**src/rtl/mem_arbiter_pkg.sv**
```systemverilog
// Shared types for the IF/DM unified-memory arbiter.
package mem_arbiter_pkg;

  localparam int MEM_MODE_W = 3;

  typedef enum logic [1:0] {IDLE, BUSY, RESP} state_e;

  typedef enum logic {OWN_IF, OWN_DM} owner_e;

endpackage

```
**src/rtl/mem_arbiter_if.sv**
```systemverilog
// Bundle of requester (IF/DM) and memory-side signals for mem_arbiter.
// slave: arbiter view; master: requesters plus memory view.
interface mem_arbiter_if #(
  parameter int ADDR_W = 32,
  parameter int DATA_W = 32
);
  import mem_arbiter_pkg::*;

  logic                  if_req;
  logic [ADDR_W-1:0]     if_addr;
  logic                  if_ack;
  logic [DATA_W-1:0]     if_rdata;

  logic                  dm_req;
  logic                  dm_we;
  logic [ADDR_W-1:0]     dm_addr;
  logic [DATA_W-1:0]     dm_wdata;
  logic [MEM_MODE_W-1:0] dm_mode;
  logic                  dm_ack;
  logic [DATA_W-1:0]     dm_rdata;

  logic                  mem_req;
  logic                  mem_we;
  logic [ADDR_W-1:0]     mem_addr;
  logic [DATA_W-1:0]     mem_wdata;
  logic [MEM_MODE_W-1:0] mem_mode;
  logic                  mem_ready;
  logic [DATA_W-1:0]     mem_rdata;

  logic                  err;

  modport slave (
    input  if_req, if_addr,
    input  dm_req, dm_we, dm_addr, dm_wdata, dm_mode,
    input  mem_ready, mem_rdata,
    output if_ack, if_rdata, dm_ack, dm_rdata,
    output mem_req, mem_we, mem_addr, mem_wdata, mem_mode,
    output err
  );

  modport master (
    output if_req, if_addr,
    output dm_req, dm_we, dm_addr, dm_wdata, dm_mode,
    output mem_ready, mem_rdata,
    input  if_ack, if_rdata, dm_ack, dm_rdata,
    input  mem_req, mem_we, mem_addr, mem_wdata, mem_mode,
    input  err
  );

endinterface

```
**src/rtl/mem_arb_timer.sv**
```systemverilog
// Wait-state counter for a BUSY transaction; expired flags the cycle in
// which the count has reached TIMEOUT. Used only with MEM_ARBITER_TIMEOUT_EN.
module mem_arb_timer #(
  parameter int unsigned TIMEOUT = 255
) (
  input  logic clk,
  input  logic rst,
  input  logic clear,
  input  logic run,
  output logic expired
);

  localparam int unsigned CW = $clog2(TIMEOUT + 1);
  localparam logic [CW-1:0] LIMIT = CW'(TIMEOUT);

  logic [CW-1:0] cnt;

  // Count BUSY cycles, restarting whenever a new transaction is granted
  always_ff @(posedge clk or negedge rst) begin
    if (!rst) begin
      cnt <= '0;
    end else if (clear) begin
      cnt <= '0;
    end else if (run && cnt != LIMIT) begin
      cnt <= cnt + 1'b1;
    end
  end

  assign expired = run && (cnt == LIMIT);

endmodule

```
**src/rtl/mem_arbiter.sv**
```systemverilog
// IF/DM arbiter for a single-ported unified memory. DM has priority; after
// STARVE_LIMIT consecutive DM grants with IF waiting, IF is granted.
// Optional macro MEM_ARBITER_TIMEOUT_EN adds a wait-state timeout with err.
module mem_arbiter
  import mem_arbiter_pkg::*;
#(
  parameter int ADDR_W       = 32,
  parameter int DATA_W       = 32,
  parameter int STARVE_LIMIT = 4,
  parameter int TIMEOUT      = 255
) (
  input logic           clk,
  input logic           rst,
  mem_arbiter_if.slave  bus
);

  localparam int unsigned SC_W = $clog2(STARVE_LIMIT + 1);
  localparam logic [SC_W-1:0] SC_MAX = SC_W'(STARVE_LIMIT);

  state_e                state, state_nx;
  owner_e                owner;
  logic [SC_W-1:0]       starve_cnt;
  logic                  mem_we_q;
  logic [ADDR_W-1:0]     mem_addr_q;
  logic [DATA_W-1:0]     mem_wdata_q;
  logic [MEM_MODE_W-1:0] mem_mode_q;
  logic [DATA_W-1:0]     if_rdata_q;
  logic [DATA_W-1:0]     dm_rdata_q;
  logic [DATA_W-1:0]     resp_data;
  logic                  grant, grant_dm, done, timed_out;

`ifdef MEM_ARBITER_TIMEOUT_EN
  logic err_q;

  mem_arb_timer #(.TIMEOUT(TIMEOUT)) u_timer (
    .clk     (clk),
    .rst     (rst),
    .clear   (grant),
    .run     (state == BUSY),
    .expired (timed_out)
  );
`else
  assign timed_out = 1'b0;
`endif

  // State register
  always_ff @(posedge clk or negedge rst) begin
    if (!rst) begin
      state <= IDLE;
    end else begin
      state <= state_nx;
    end
  end

  // Arbitration in IDLE, completion detect in BUSY, single-cycle RESP
  always_comb begin
    state_nx = state;
    grant    = 1'b0;
    grant_dm = 1'b0;
    done     = 1'b0;
    unique case (state)
      IDLE: begin
        if (bus.if_req || bus.dm_req) begin
          grant    = 1'b1;
          grant_dm = bus.dm_req && !(bus.if_req && starve_cnt == SC_MAX);
          state_nx = BUSY;
        end
      end
      BUSY: begin
        if (bus.mem_ready || timed_out) begin
          done     = 1'b1;
          state_nx = RESP;
        end
      end
      RESP:    state_nx = IDLE;
      default: state_nx = IDLE;
    endcase
  end

  // Stores and timed-out transactions return zero data
  assign resp_data = (bus.mem_ready && !mem_we_q) ? bus.mem_rdata : '0;

  // Request capture, response data and starvation tracking
  always_ff @(posedge clk or negedge rst) begin
    if (!rst) begin
      owner       <= OWN_IF;
      mem_we_q    <= 1'b0;
      mem_addr_q  <= '0;
      mem_wdata_q <= '0;
      mem_mode_q  <= '0;
      if_rdata_q  <= '0;
      dm_rdata_q  <= '0;
      starve_cnt  <= '0;
`ifdef MEM_ARBITER_TIMEOUT_EN
      err_q       <= 1'b0;
`endif
    end else begin
      if (grant) begin
        owner       <= grant_dm ? OWN_DM : OWN_IF;
        mem_we_q    <= grant_dm && bus.dm_we;
        mem_addr_q  <= grant_dm ? bus.dm_addr : bus.if_addr;
        mem_wdata_q <= grant_dm ? bus.dm_wdata : '0;
        mem_mode_q  <= grant_dm ? bus.dm_mode : '0;
        if (grant_dm && bus.if_req) begin
          if (starve_cnt != SC_MAX) begin
            starve_cnt <= starve_cnt + 1'b1;
          end
        end else begin
          starve_cnt <= '0;
        end
`ifdef MEM_ARBITER_TIMEOUT_EN
        err_q <= 1'b0;
`endif
      end
      if (done) begin
        if (owner == OWN_DM) begin
          dm_rdata_q <= resp_data;
        end else begin
          if_rdata_q <= resp_data;
        end
`ifdef MEM_ARBITER_TIMEOUT_EN
        err_q <= !bus.mem_ready;
`endif
      end
    end
  end

  assign bus.mem_req   = (state == BUSY);
  assign bus.mem_we    = mem_we_q;
  assign bus.mem_addr  = mem_addr_q;
  assign bus.mem_wdata = mem_wdata_q;
  assign bus.mem_mode  = mem_mode_q;
  assign bus.if_ack    = (state == RESP) && (owner == OWN_IF);
  assign bus.dm_ack    = (state == RESP) && (owner == OWN_DM);
  assign bus.if_rdata  = if_rdata_q;
  assign bus.dm_rdata  = dm_rdata_q;
`ifdef MEM_ARBITER_TIMEOUT_EN
  assign bus.err       = (state == RESP) && err_q;
`else
  assign bus.err       = 1'b0;
`endif

endmodule

```
**src/flat_wrapper.sv**
```systemverilog
// flat-port wrapper written by rule: the top's interface ports become plain ports
module mem_arbiter_flat import mem_arbiter_pkg::*;
#(
  parameter int ADDR_W       = 32,
  parameter int DATA_W       = 32,
  parameter int STARVE_LIMIT = 4,
  parameter int TIMEOUT      = 255
)
  (clk, rst, bus_if_req, bus_if_addr, bus_dm_req, bus_dm_we, bus_dm_addr, bus_dm_wdata, bus_dm_mode, bus_mem_ready, bus_mem_rdata, bus_if_ack, bus_if_rdata, bus_dm_ack, bus_dm_rdata, bus_mem_req, bus_mem_we, bus_mem_addr, bus_mem_wdata, bus_mem_mode, bus_err);
  mem_arbiter_if #(.ADDR_W(ADDR_W), .DATA_W(DATA_W)) bus_i ();
  input logic clk;
  input logic rst;
  input wire logic [$bits(bus_i.if_req)-1:0] bus_if_req;
  input wire logic [$bits(bus_i.if_addr)-1:0] bus_if_addr;
  input wire logic [$bits(bus_i.dm_req)-1:0] bus_dm_req;
  input wire logic [$bits(bus_i.dm_we)-1:0] bus_dm_we;
  input wire logic [$bits(bus_i.dm_addr)-1:0] bus_dm_addr;
  input wire logic [$bits(bus_i.dm_wdata)-1:0] bus_dm_wdata;
  input wire logic [$bits(bus_i.dm_mode)-1:0] bus_dm_mode;
  input wire logic [$bits(bus_i.mem_ready)-1:0] bus_mem_ready;
  input wire logic [$bits(bus_i.mem_rdata)-1:0] bus_mem_rdata;
  output wire logic [$bits(bus_i.if_ack)-1:0] bus_if_ack;
  output wire logic [$bits(bus_i.if_rdata)-1:0] bus_if_rdata;
  output wire logic [$bits(bus_i.dm_ack)-1:0] bus_dm_ack;
  output wire logic [$bits(bus_i.dm_rdata)-1:0] bus_dm_rdata;
  output wire logic [$bits(bus_i.mem_req)-1:0] bus_mem_req;
  output wire logic [$bits(bus_i.mem_we)-1:0] bus_mem_we;
  output wire logic [$bits(bus_i.mem_addr)-1:0] bus_mem_addr;
  output wire logic [$bits(bus_i.mem_wdata)-1:0] bus_mem_wdata;
  output wire logic [$bits(bus_i.mem_mode)-1:0] bus_mem_mode;
  output wire logic [$bits(bus_i.err)-1:0] bus_err;
  assign bus_i.if_req = bus_if_req;
  assign bus_i.if_addr = bus_if_addr;
  assign bus_i.dm_req = bus_dm_req;
  assign bus_i.dm_we = bus_dm_we;
  assign bus_i.dm_addr = bus_dm_addr;
  assign bus_i.dm_wdata = bus_dm_wdata;
  assign bus_i.dm_mode = bus_dm_mode;
  assign bus_i.mem_ready = bus_mem_ready;
  assign bus_i.mem_rdata = bus_mem_rdata;
  assign bus_if_ack = bus_i.if_ack;
  assign bus_if_rdata = bus_i.if_rdata;
  assign bus_dm_ack = bus_i.dm_ack;
  assign bus_dm_rdata = bus_i.dm_rdata;
  assign bus_mem_req = bus_i.mem_req;
  assign bus_mem_we = bus_i.mem_we;
  assign bus_mem_addr = bus_i.mem_addr;
  assign bus_mem_wdata = bus_i.mem_wdata;
  assign bus_mem_mode = bus_i.mem_mode;
  assign bus_err = bus_i.err;
  mem_arbiter #(.ADDR_W(ADDR_W), .DATA_W(DATA_W), .STARVE_LIMIT(STARVE_LIMIT), .TIMEOUT(TIMEOUT)) u_core (.clk(clk), .rst(rst), .bus(bus_i));
endmodule
```
**config.mk**
```make
export PLATFORM = sky130hd
export DESIGN_NAME = mem_arbiter_flat
export DESIGN_NICKNAME = d
export VERILOG_FILES = /design/src/rtl/mem_arbiter_pkg.sv /design/src/rtl/mem_arbiter_if.sv /design/src/rtl/mem_arb_timer.sv /design/src/rtl/mem_arbiter.sv /design/src/flat_wrapper.sv
export SDC_FILE = /design/constraint.sdc
export NUM_CORES = 1
export LEC_CHECK = 0
export BUFFER_PORTS_ARGS = -buffer_cell sky130_fd_sc_hd__buf_2
export CAP_MARGIN = 20
export CORE_ASPECT_RATIO = 0.7
export CORE_MARGIN = 8
export CORE_UTILIZATION = 46
export DETAILED_ROUTE_END_ITERATION = 6
export PLACE_DENSITY = 0.9
export SYNTH_ARGS = -nofsm -noshare
export SYNTH_HDL_FRONTEND = slang
export SYNTH_SLANG_ARGS = --single-unit
```
**constraint.sdc**
```tcl
create_clock -name clk -period 2.2 [get_ports clk]
set_input_delay 0 -clock clk [delete_from_list [all_inputs] [get_ports clk]]
set_output_delay 0 -clock clk [all_outputs]
set_load 0.05 [all_outputs]
```
After elaboration in Yosys (flattened, before gate mapping)
Cells that the tools add are included.

storage, ports and cells
  register bits = 138
  word-level logic and storage cells = 49

cells by class
  add/sub/neg operators = 1
  equality and inequality tests = 7
  mux-type cells = 16
  bitwise gates (word level) = 1
  reduce and logical (&&, ||, !) cells = 15

operators by type and width
  kind                                                   count
  two-way mux 32 bit                                     3
  two-way mux 3 bit                                      3
  AND reduction 2 bit                                    4
  logical AND 1 bit                                      7
  two-way mux 1 bit                                      7
  two-way mux 2 bit                                      2
  inequality test 2 bit, second input constant           2
  case mux 2 bit (2 select lines)                        1
  adder 3 x 1 -> 3 bit, second input constant            1
  equality test 3 bit, second input constant             1
  inequality test 3 bit, second input constant           1
  equality test 2 x 1 -> 1 bit, second input constant    1
  equality test 2 bit, second input constant             1
  zero test 1 bit                                        2
  zero test 2 bit                                        1
  inequality test 2 x 1 -> 1 bit, second input constant  1
  logical OR 1 bit                                       1
  inverter 1 bit                                         1

Logic depth before layout (Yosys ltp)
Gate-level depths: netlist of the first run.

  word-level depth = 9
  depth in mapped cells = 7
  mapped depth without buffers = 5

Worst setup path after synthesis of the first run
No wires, ideal clock.

  kind = flip-flop to output port
  start point = reg u_core.state[0]
  end point = out bus_if_ack
  arrival time = 1.627 ns
  data required time = 2.200 ns
  setup slack = 0.573 ns
  cell stages (with the launch flop) = 2
  path buffers = 0
  cells stage by stage = dfrtp_1 -> nor3b_1

between the ends
  cells in the longest elaborated chain, start to end = 2

RTL lines
  element                 line                source
  start, declared         mem_arbiter.sv:20   state_e state, state_nx;
  start signal, assigned  mem_arbiter.sv:51   state <= state_nx;
  equality test 2 bit     mem_arbiter.sv:133  assign bus.if_ack = (state == RESP) && (owner == OWN_IF);
  logical AND 1 bit       mem_arbiter.sv:133
  end, declared           flat_wrapper.sv:22  output wire logic [$bits(bus_i.if_ack)-1:0] bus_if_ack;

Every way passes these cells.

Final worst setup path of the first run
  start point = reg u_core.state[0]
  end point = reg u_core.mem_addr_q[28] (netlist: u_core.bus.mem_addr[28])

between the ends
  cells in the longest elaborated chain, start to end = 3
  elaborated cells on any way between the ends = 4
  those cells by class = mux (3); reduce/logical (1)

RTL lines
  element               line                source
  zero test 2 bit (*)   mem_arbiter.sv:61   unique case (state)
  two-way mux 1 bit     mem_arbiter.sv:61
  two-way mux 32 bit    mem_arbiter.sv:101  mem_addr_q <= grant_dm ? bus.dm_addr : bus.if_addr;
  end signal, assigned  mem_arbiter.sv:101
  end, declared         mem_arbiter.sv:24   logic [ADDR_W-1:0] mem_addr_q;

Every way passes the cells marked *; elsewhere a longest branch is shown, timed or not.
A chain may end at the register's enable or synchronous reset.

==> results of run 1 <==
## worst min-delay path by stage
stage,start,end,slack [ps],depth (start not counted)
after detailed placement,rst,u_core.bus.dm_rdata[4]$_DFFE_PN0P_,50,1
after global routing,bus_dm_addr[8],u_core.bus.mem_addr[8]$_DFFE_PN0P_,30,3
final,bus_dm_addr[8],u_core.bus.mem_addr[8]$_DFFE_PN0P_,50,3
after global placement,rst,u_core.bus.dm_rdata[3]$_DFFE_PN0P_,40,1
after CTS,bus_dm_addr[8],u_core.bus.mem_addr[8]$_DFFE_PN0P_,30,3
after floorplan,rst,u_core.bus.dm_rdata[0]$_DFFE_PN0P_,-300,0
## critical path: stages (launching register included)
cell     delay [ps]
dfrtp_1         470
or2_1           410
nor2_4          660
a311o_1         340
## cells in the mapped netlist
cell type and instances:
nand3_2 1, nand2b_1 3, nand3_1 1, nand2_1 96
buf_2 8, o21ai_1 21, a311o_1 32, ha_1 2
dfrtp_1 138, and4_1 32, nand4b_1 1, or2_1 1
a32o_1 2, o21a_1 32, nor2_2 1, o21ai_0 46
conb_1 1, clkbuf_1 36, a21o_1 1, inv_1 4
nor2b_1 1, buf_4 1, nor3b_1 1, o31ai_1 2
buf_6 4, and2_1 1, nor2_4 2, nand4bb_1 1
and3_1 1, and3b_1 1, a22o_1 36
## area by class of cell
cell class / count / area, sq um
timing repair buffer: 421 / 2874
antenna: 3 / 7.507
clock inverter: 14 / 137.6
tap: 162 / 202.7
inverter: 4 / 15.01
clock buffer: 18 / 429.2
fill: 758 / 3117
multi-input combinational: 319 / 2058
sequential: 138 / 3453
## flip-flops by register name, indices dropped and copies added (netlist names)
register	flops
u_core.owner	1
u_core.bus.mem_mode	3
u_core.bus.mem_we	1
u_core.state	2
u_core.bus.mem_wdata	32
u_core.starve_cnt	3
u_core.bus.if_rdata	32
u_core.bus.mem_addr	32
u_core.bus.dm_rdata	32
## cell families (layout without fill, tap and decap cells)
logic type,count (synthesis),in the layout
buffers and inverters,53,457
AOI/OAI and AO/OA,172,172
DFF,138,138
adders and majority gates,2,2
and+or+nand+nor,144,144
other,1,4
## metrics by stage
stage | hold slack, ps | std cells
floorplan | -295.6 | 510
global placement | 39.06 | 910
detailed placement | 45.44 | 910
CTS | 26.36 | 1076
global route | 34.67 | 1076
finish | 53.27 | 1079
## timing repair
action,CTS,global route
endpoints found under the setup margin,0,0
gates resized for setup,0,0
hold buffers,134,0
hold endpoints to repair,202,0
## layer usage
layer / global-route usage / wire length (um) / share of wire / up-vias
met2: 0.4494 / 11020 / 0.49 / 440
li1: - / - / - / 2654
met1: 0.3060 / 8013 / 0.36 / 2834
met5: 0 / 0 / 0 / -
met4: 0.1393 / 932 / 0.042 / 0
met3: 0.08717 / 2471 / 0.11 / 83
## cell usage in the layout (no fill, tap or decap), types with 2 or more instances in the layout
master,netlist,layout
a32o_1,2,2
clkinv_4,0,2
dlygate4sd3_1,0,134
inv_6,0,5
nand2b_1,3,3
dfrtp_1,138,138
o21a_1,32,32
buf_4,1,12
o31ai_1,2,2
a311o_1,32,32
buf_2,8,270
nor2_4,2,2
a22o_1,36,36
nand2_1,96,96
buf_12,0,4
diode_2,0,3
o21ai_0,46,46
and4_1,32,32
o21ai_1,21,20
inv_1,4,4
ha_1,2,2
clkbuf_16,0,17
clkinvlp_4,0,4
## power groups by stage
stage / registers (mW) / clock network (mW) / logic [mW]
floorplan: 8.45 / 0 / 2.25
CTS: 4.42 / 2.77 / 8.60
global placement: 4.41 / 0 / 8.25
finish: 4.50 / 2.72 / 8.75
global route: 4.61 / 2.88 / 9.13
detailed placement: 4.44 / 0 / 8.40
==> results.toml, run 1 <==
[sta]
layout_setup_ws_ps = 238.9
period_share = 0.8914
max_freq_ghz = 0.5099
fin_tns_setup_ps = 0
finalClockSkew_ps = 10.70
min_period_ps = 1961
slew_headroom = 0.4895
tightestPinTransition_ps = 763.9
drv_slew = 0
hold_viol = 0
grt_setup_unrepaired = "false"
setup_viol = 0

[cts]
insertion_delay_ps = 400
cts.sinks = 138
h-tree-depth = 4
cts_buffers = 17
cts_tree = "built"
cts_setup_buffers = 0
clockRootBuffer = "clkbuf_16"
cts_buffer_depth = 2
clk_pin_slew_ps = 60

[place]
place_ws_ps = 322.4
gp_congestion = 0.7814
place_area_sq_mm = 0.007262
dp_hpwl_um = 12430
io_buffers = 271

[yosys]
synthAdderAreaFrac = 0.004357
syn-cell-area_sq_mm = 0.005743
ys_ff_latch = 138
synth_seq_area_share = 0.6013
syn_inst = 510
synth_cell_types = 31
syn-num-nets = 649
ys_top_cells_by_area = "dfrtp_1, nand2_1, a311o_1"
synth_top_area_share = 0.6013
avgSynthCellArea_sq_um = 11.26
synth_xor_area_frac = 0
synthMuxAreaShare = 0
yosysTopAreaCell = "dfrtp_1"
yosysWarnings = 0
synth_top_family_by_area = "compound AO/OA/AOI/OAI gates"
synth_compound_area_frac = 0.2183
yosys.area_share.simple = 0.1331

[cells_and_area]
syn_to_final_growth_pct = 59.80
final_nets = 1040
final_util = 0.7465
fin_area_sq_mm = 0.009178
drive_gt1_frac = 0.3556

[setup_path]
endpoint = "u_core.bus.mem_addr[28]$_DFFE_PN0P_"
crit_path_end_kind = "flop"
critPathKind = "flop to flop"
path_max_fanout = 32
crit_path_start = "u_core.state[0]$_DFFE_PN0P_"
timing.rr.start = "u_core.state[0]$_DFFE_PN0P_"
worst_setup_path_start_kind = "flop"
r2r_setup_slack_ps = 240
r2r_end = "u_core.bus.mem_addr[28]$_DFFE_PN0P_"
reg2regPathDepth = 3
worst_ep_arrival_time_ps = 2290
cp.required_ps = 2530

[grt]
overflow = 0
grt_pass1_vias = 6362
track_usage = 0.2682
grt_max_degree = 69
antenna_found_initial = 0
grt_first_pass_wirelength_um = 34410

[floorplanning]
core-area_sq_mm = 0.01229
die-area_sq_mm = 0.01637
initial_core_util = 0.4671
rows = 34
pin_count = 273
die_w_um = 149.6
die_h_um = 109.5

[route]
vias = 6011
drcViolationCount = 0
antenna_left = 0
routed_wl_um = 22440
firstDrtPassIters = 6
vias_per_cell = 5.571
avgRoutedWirePerCell_um = 20.80
first_iter_violations = 363

[power]
p_int_mw = 7.592
max-vdd-ir-drop_v = 0.001199
combinationalPowerShare = 0.548
powerDensity_mw_per_mm2 = 1739
p_sw_mw = 8.369
leakage_nw = 4.587
switching_share = 0.5243
finalPower_mw = 15.96
power_frac_clock = 0.170
seqPwrFrac = 0.282

[worst_hold_path]
hold_path.class = "input pin to flop"

[job]
cap_violations = 0

[outcome]
outcome = "finished clean"
Power figures use the tool's default switching activity.
==> inputs of run 2 (changes only) <==
- CELL_PAD_IN_SITES_DETAIL_PLACEMENT: unset -> 1
- CELL_PAD_IN_SITES_GLOBAL_PLACEMENT: unset -> 1
- CORE_UTILIZATION: 46 -> 35
- PLACE_DENSITY: 0.9 -> 0.92
==> run 2 against run 1 <==
Net effect:
- cell count up 5.7%
- hold slack better by 94 ps
- count of clock-buffer cells in the layout did not move
- maximum frequency increased by 4.9%
- clock power rose by 3%
- flip-flop and latch count is the same
- routed wire length up 14%
- critical path depth is the same
- highest routed layer unchanged
==> results.toml, run 2 (synthesis results as in run 1) <==
[setup_path]
crit_path_start = "u_core.state[0]$_DFFE_PN0P_"
worst_setup_path_start_kind = "flop"
slowest_stage = "nor2_4"
critical_path_buf_inv_count = 0
worst_ep_arrival_time_ps = 2210
critPathKind = "flop to flop"
path_max_fanout = 32
timing.rr.start = "u_core.state[0]$_DFFE_PN0P_"
cp.required_ps = 2540
crit_path_end_kind = "flop"
max_stage_delay_ps = 660
path_cells = "or2_1 -> nor2_4 -> a311o_1"
crit_family = "simple AND/OR/NAND/NOR gates"

[sta]
fin_tns_setup_ps = 0
fin_hold_ws_ps = 147.4
slew_headroom = 0.4507
tightestPinTransition_ps = 821.9
setup_viol = 0
max_freq_ghz = 0.5349
min_period_ps = 1869
period_share = 0.8497
grt_setup_unrepaired = "false"
hold_viol = 0
finalClockSkew_ps = 11.50
layout_setup_ws_ps = 330.6
drv_slew = 0

[route]
first_iter_violations = 507
antenna_left = 0
drcViolationCount = 0
firstDrtPassIters = 5
vias = 5962
vias_per_cell = 5.225
routed_wl_um = 25690
avgRoutedWirePerCell_um = 22.52

[cts]
cts_tree = "built"
clockRootBuffer = "clkbuf_16"
h-tree-depth = 4
clk_pin_slew_ps = 70
insertion_delay_ps = 420
cts.sinks = 138
cts_buffers = 17
cts_setup_buffers = 0
cts_buffer_depth = 2

[floorplanning]
initial_core_util = 0.3545
die_h_um = 123.2
die_w_um = 169.1
rows = 39
die-area_sq_mm = 0.02083
core-area_sq_mm = 0.01620
pin_count = 273

[place]
place_ws_ps = 330.3
dp_hpwl_um = 14840
post-place-cells = 971
place_area_sq_mm = 0.007313
gp_congestion = 0.7685
io_buffers = 271

[cells_and_area]
layout_commonest_cell = "buf_2"
final_nets = 1039
final_util = 0.5709
stdcell_count = 1141
syn_to_final_growth_pct = 61.05
final_cell_mix = "buf_2, dfrtp_1, dlygate4sd3_1"
drive_gt1_frac = 0.3549
fin_area_sq_mm = 0.009249

[grt]
overflow = 0
grt_max_degree = 65
antenna_found_initial = 2
grt_first_pass_wirelength_um = 40160
grt_pass1_vias = 6692
track_usage = 0.2485

[job]
cap_violations = 0

[power]
powerDensity_mw_per_mm2 = 1759
finalPower_mw = 16.27
max-vdd-ir-drop_v = 0.001026
leakage_nw = 4.576

[outcome]
outcome = "finished clean"

[worst_hold_path]
hold_path.class = "input pin to asynchronous set/reset pin"
## run 2: worst paths after layout
path / endpoint / slack [ps] / depth (start not counted)
max in group asynchronous: u_core.bus.mem_addr[21]$_DFFE_PN0P_ / 1280 / 3
worst max register to register: u_core.bus.mem_addr[28]$_DFFE_PN0P_ / 330 / 3
worst min-delay path: u_core.bus.if_rdata[14]$_DFFE_PN0P_ / 150 / 2
worst max-delay path: u_core.bus.mem_addr[28]$_DFFE_PN0P_ / 330 / 3
min in group clk: u_core.bus.mem_addr[7]$_DFFE_PN0P_ / 270 / 3
worst min register to register: u_core.bus.if_rdata[8]$_DFFE_PN0P_ / 480 / 2
## run 2: what timing repair did
item,CTS,global route
resized for setup,0,0
hold buffers,135,0
hold endpoints to repair,197,0
## run 2: report_power, final
part           leakage (nW)  internal [mW]  switching (mW)
clock network         0.265           1.61            1.18
logic                  2.54           2.25            6.67
registers              1.77           3.74           0.824
total                  4.58           7.60            8.67
## run 2: area by class of cell
type	count	area, sq um
flip-flops and latches	138	3453
clock inverters	14	137.6
repair buffers	420	2856
clock buffers	18	439.2
inverters	4	15.01
well taps	225	281.5
diodes	3	7.507
fillers	1811	6952
multi-input cells	319	2058
## run 2: per-layer routing
metal  up-vias  global-route usage  routed length (um)
met3        43             0.07783                2036
met4         0             0.08430                 556
met5         -                   0                   0
met2       301              0.4393               13150
li1       2645                   -                   -
met1      2973              0.2851                9953
==> inputs of run 3 (changes only) <==
- ABC_AREA: unset -> 1
- CORE_UTILIZATION: 35 -> 34
- clock period: 2.2 -> 1.8 ns (I/O delays scaled with it)
==> run 3 against run 2 <==
Net effect:
- flip-flop and latch count did not move
- maximum frequency increased by 16%
- power is 16% higher
- routed wire length grew 14%
- critical path depth rose by 5
- first-iteration DRC count fell by 2.2%
- hold slack got worse by 92 ps
- sequential power rose by 15%
- critical path type unchanged
- critical endpoint is now u_core.bus.mem_addr[30]$_DFFE_PN0P_
- largest power group unchanged
==> results.toml, run 3 <==
[yosys]
synth-edff-count = 0
synthMuxAreaShare = 0
avgSynthCellArea_sq_um = 7.904
syn_inst = 808
synth_seq_area_share = 0.5408
synth_common_cells = "nand2_1, dfrtp_1, inv_1, o21ai_1, o21ai_0"
synthAdderAreaFrac = 0.003918
synth_xor_area_frac = 0.001371
syn-cell-area_sq_mm = 0.006386
synth_cell_types = 25
synth_top_family_by_area = "simple AND/OR/NAND/NOR gates"
synth_flop_cell = "dfrtp_1"
ys_async_sr_fraction = 1.000
ys_top_cells_by_area = "dfrtp_1, nand2_1, inv_1"
ys_ff_latch = 138
yosysWarnings = 0
syn-num-nets = 947
synth_top_area_share = 0.5408
synth_compound_area_frac = 0.08425
synth_most_common_cell = "nand2_1"
yosysTopAreaCell = "dfrtp_1"
yosys.area_share.simple = 0.2420

[grt]
grt_pass1_vias = 8084
track_usage = 0.2484
overflow = 0
antenna_found_initial = 9
grt_first_pass_wirelength_um = 45840
grt_max_degree = 72

[cells_and_area]
syn_to_final_growth_pct = 56.27
layout_commonest_cell = "buf_2"
stdcell_count = 1463
final_nets = 1339
drive_gt1_frac = 0.2725
final_cell_mix = "buf_2, nand2_1, inv_1, dfrtp_1, dlygate4sd3_1"

[place]
gp_congestion = 0.8046
post-place-cells = 1289
dp_hpwl_um = 16810
io_buffers = 271

[setup_path]
crit_path_end_kind = "flop"
path_max_fanout = 69
worst_ep_arrival_time_ps = 1890
cp.required_ps = 2080
critPathKind = "flop to flop"
worst_setup_path_start_kind = "flop"

[route]
firstDrtPassIters = 4
antenna_left = 0
first_iter_violations = 496
drcViolationCount = 0
vias = 7197
vias_per_cell = 4.919
avgRoutedWirePerCell_um = 20.08
routed_wl_um = 29370

[power]
combinationalPowerShare = 0.531
p_int_mw = 8.880
switching_share = 0.5308
powerDensity_mw_per_mm2 = 1896
seqPwrFrac = 0.277
power_frac_clock = 0.192
p_sw_mw = 10.04
max-vdd-ir-drop_v = 0.0008862
leakage_nw = 5.794

[sta]
finalClockSkew_ps = 12.71
max_freq_ghz = 0.6199
period_share = 0.8962
fin_tns_setup_ps = 0
setup_viol = 0
fin_hold_ws_ps = 55.37
slew_headroom = 0.6308
hold_viol = 0
tightestPinTransition_ps = 553.8
min_period_ps = 1613
drv_slew = 0
grt_setup_unrepaired = "false"

[cts]
insertion_delay_ps = 410
cts_buffers = 17
cts.sinks = 138
cts_buffer_depth = 2
cts_resized = 0
clk_pin_slew_ps = 60
h-tree-depth = 4
clockRootBuffer = "clkbuf_16"
cts_tree = "built"

[floorplanning]
initial_core_util = 0.3423
die_h_um = 130.7
die_w_um = 179.8
core-area_sq_mm = 0.01866
die-area_sq_mm = 0.02349
rows = 42
pin_count = 273

[job]
cap_violations = 0

[worst_hold_path]
hold_path.class = "input pin to flop"

[outcome]
outcome = "finished clean"
## run 3: power by group through the flow
stage	registers [mW]	clock network (mW)	logic, mW
after CTS	5.16	3.67	9.86
after global routing	5.39	3.83	10.6
after detailed placement	5.17	0	9.63
after global placement	5.13	0	9.40
final	5.24	3.64	10.1
after floorplan	9.37	0	2.62
## run 3: cell families (layout without fill, tap and decap cells)
| logic type | after synthesis | in the layout |
|---|---|---|
| adder cells (fa/ha/maj) | 2 | 2 |
| other | 1 | 11 |
| AND/OR/NAND/NOR | 369 | 369 |
| XOR/XNOR | 1 | 1 |
| AO/OA/AOI/OAI | 106 | 106 |
| flip-flops | 138 | 138 |
| buffers and inverters | 191 | 594 |
## run 3: path summary, 6_finish.rpt
| kind | slack, ps | from | endpoint | depth (start not counted) |
|---|---|---|---|---|
| max | 190 | u_core.starve_cnt[0]$_DFFE_PN0P_ | u_core.bus.mem_addr[30]$_DFFE_PN0P_ | 8 |
| min | 60 | bus_mem_rdata[28] | u_core.bus.dm_rdata[28]$_DFFE_PN0P_ | 5 |
| max reg2reg | 190 | u_core.starve_cnt[0]$_DFFE_PN0P_ | u_core.bus.mem_addr[30]$_DFFE_PN0P_ | 8 |
| min reg2reg | 470 | u_core.bus.mem_addr[31]$_DFFE_PN0P_ | u_core.bus.mem_addr[31]$_DFFE_PN0P_ | 2 |
| max in group asynchronous | 1000 | rst | u_core.bus.mem_mode[2]$_DFFE_PN0P_ | 3 |
| min in group asynchronous | 130 | rst | u_core.bus.if_rdata[28]$_DFFE_PN0P_ | 2 |
## run 3: area by class of cell
type	instances	area [sq um]
clock inverters	10	142.6
well taps	242	302.8
fillers	2267	8676
repair buffers	423	2927
inverters	141	529.3
multi-input cells	479	2133
flip-flops and latches	138	3453
diodes	10	25.02
clock buffers	20	466.7
## run 3: what timing repair did
item                                   in CTS  in global routing
hold buffers                              134                  0
endpoints found under the hold margin     272                  0
setup buffers                               0                  0
## run 3: routing by layer
layer | wire length (um) | track usage
met1 | 12010 | 0.2826
met2 | 14690 | 0.4387
met3 | 1576 | 0.05663
met4 | 1098 | 0.1324
met5 | 0 | 0
## run 3: per-stage QoR
| step | area [sq um] | worst slack (ps) | total power, mW | util |
|---|---|---|---|---|
| after detailed placement | 8004 | 276.3 | 14.80 | 0.4290 |
| after CTS | 9955 | 194.9 | 18.68 | 0.5336 |
| final | 9980 | 186.8 | 18.92 | 0.5349 |
| after global routing | 9977 | 67.14 | 19.83 | 0.5348 |
| after global placement | 8004 | 304.7 | 14.53 | 0.4290 |
| after floorplan | 6391 | 19.07 | 11.99 | - |
## run 3: critical path, stage by stage (launching register included)
cell and delay (ps):
dfrtp_1 410, inv_1 70, ha_1 140, nand3_1 150, nand3_2 120, buf_12 280, nand2_1 110, nand3_1 80
nand2_1 100
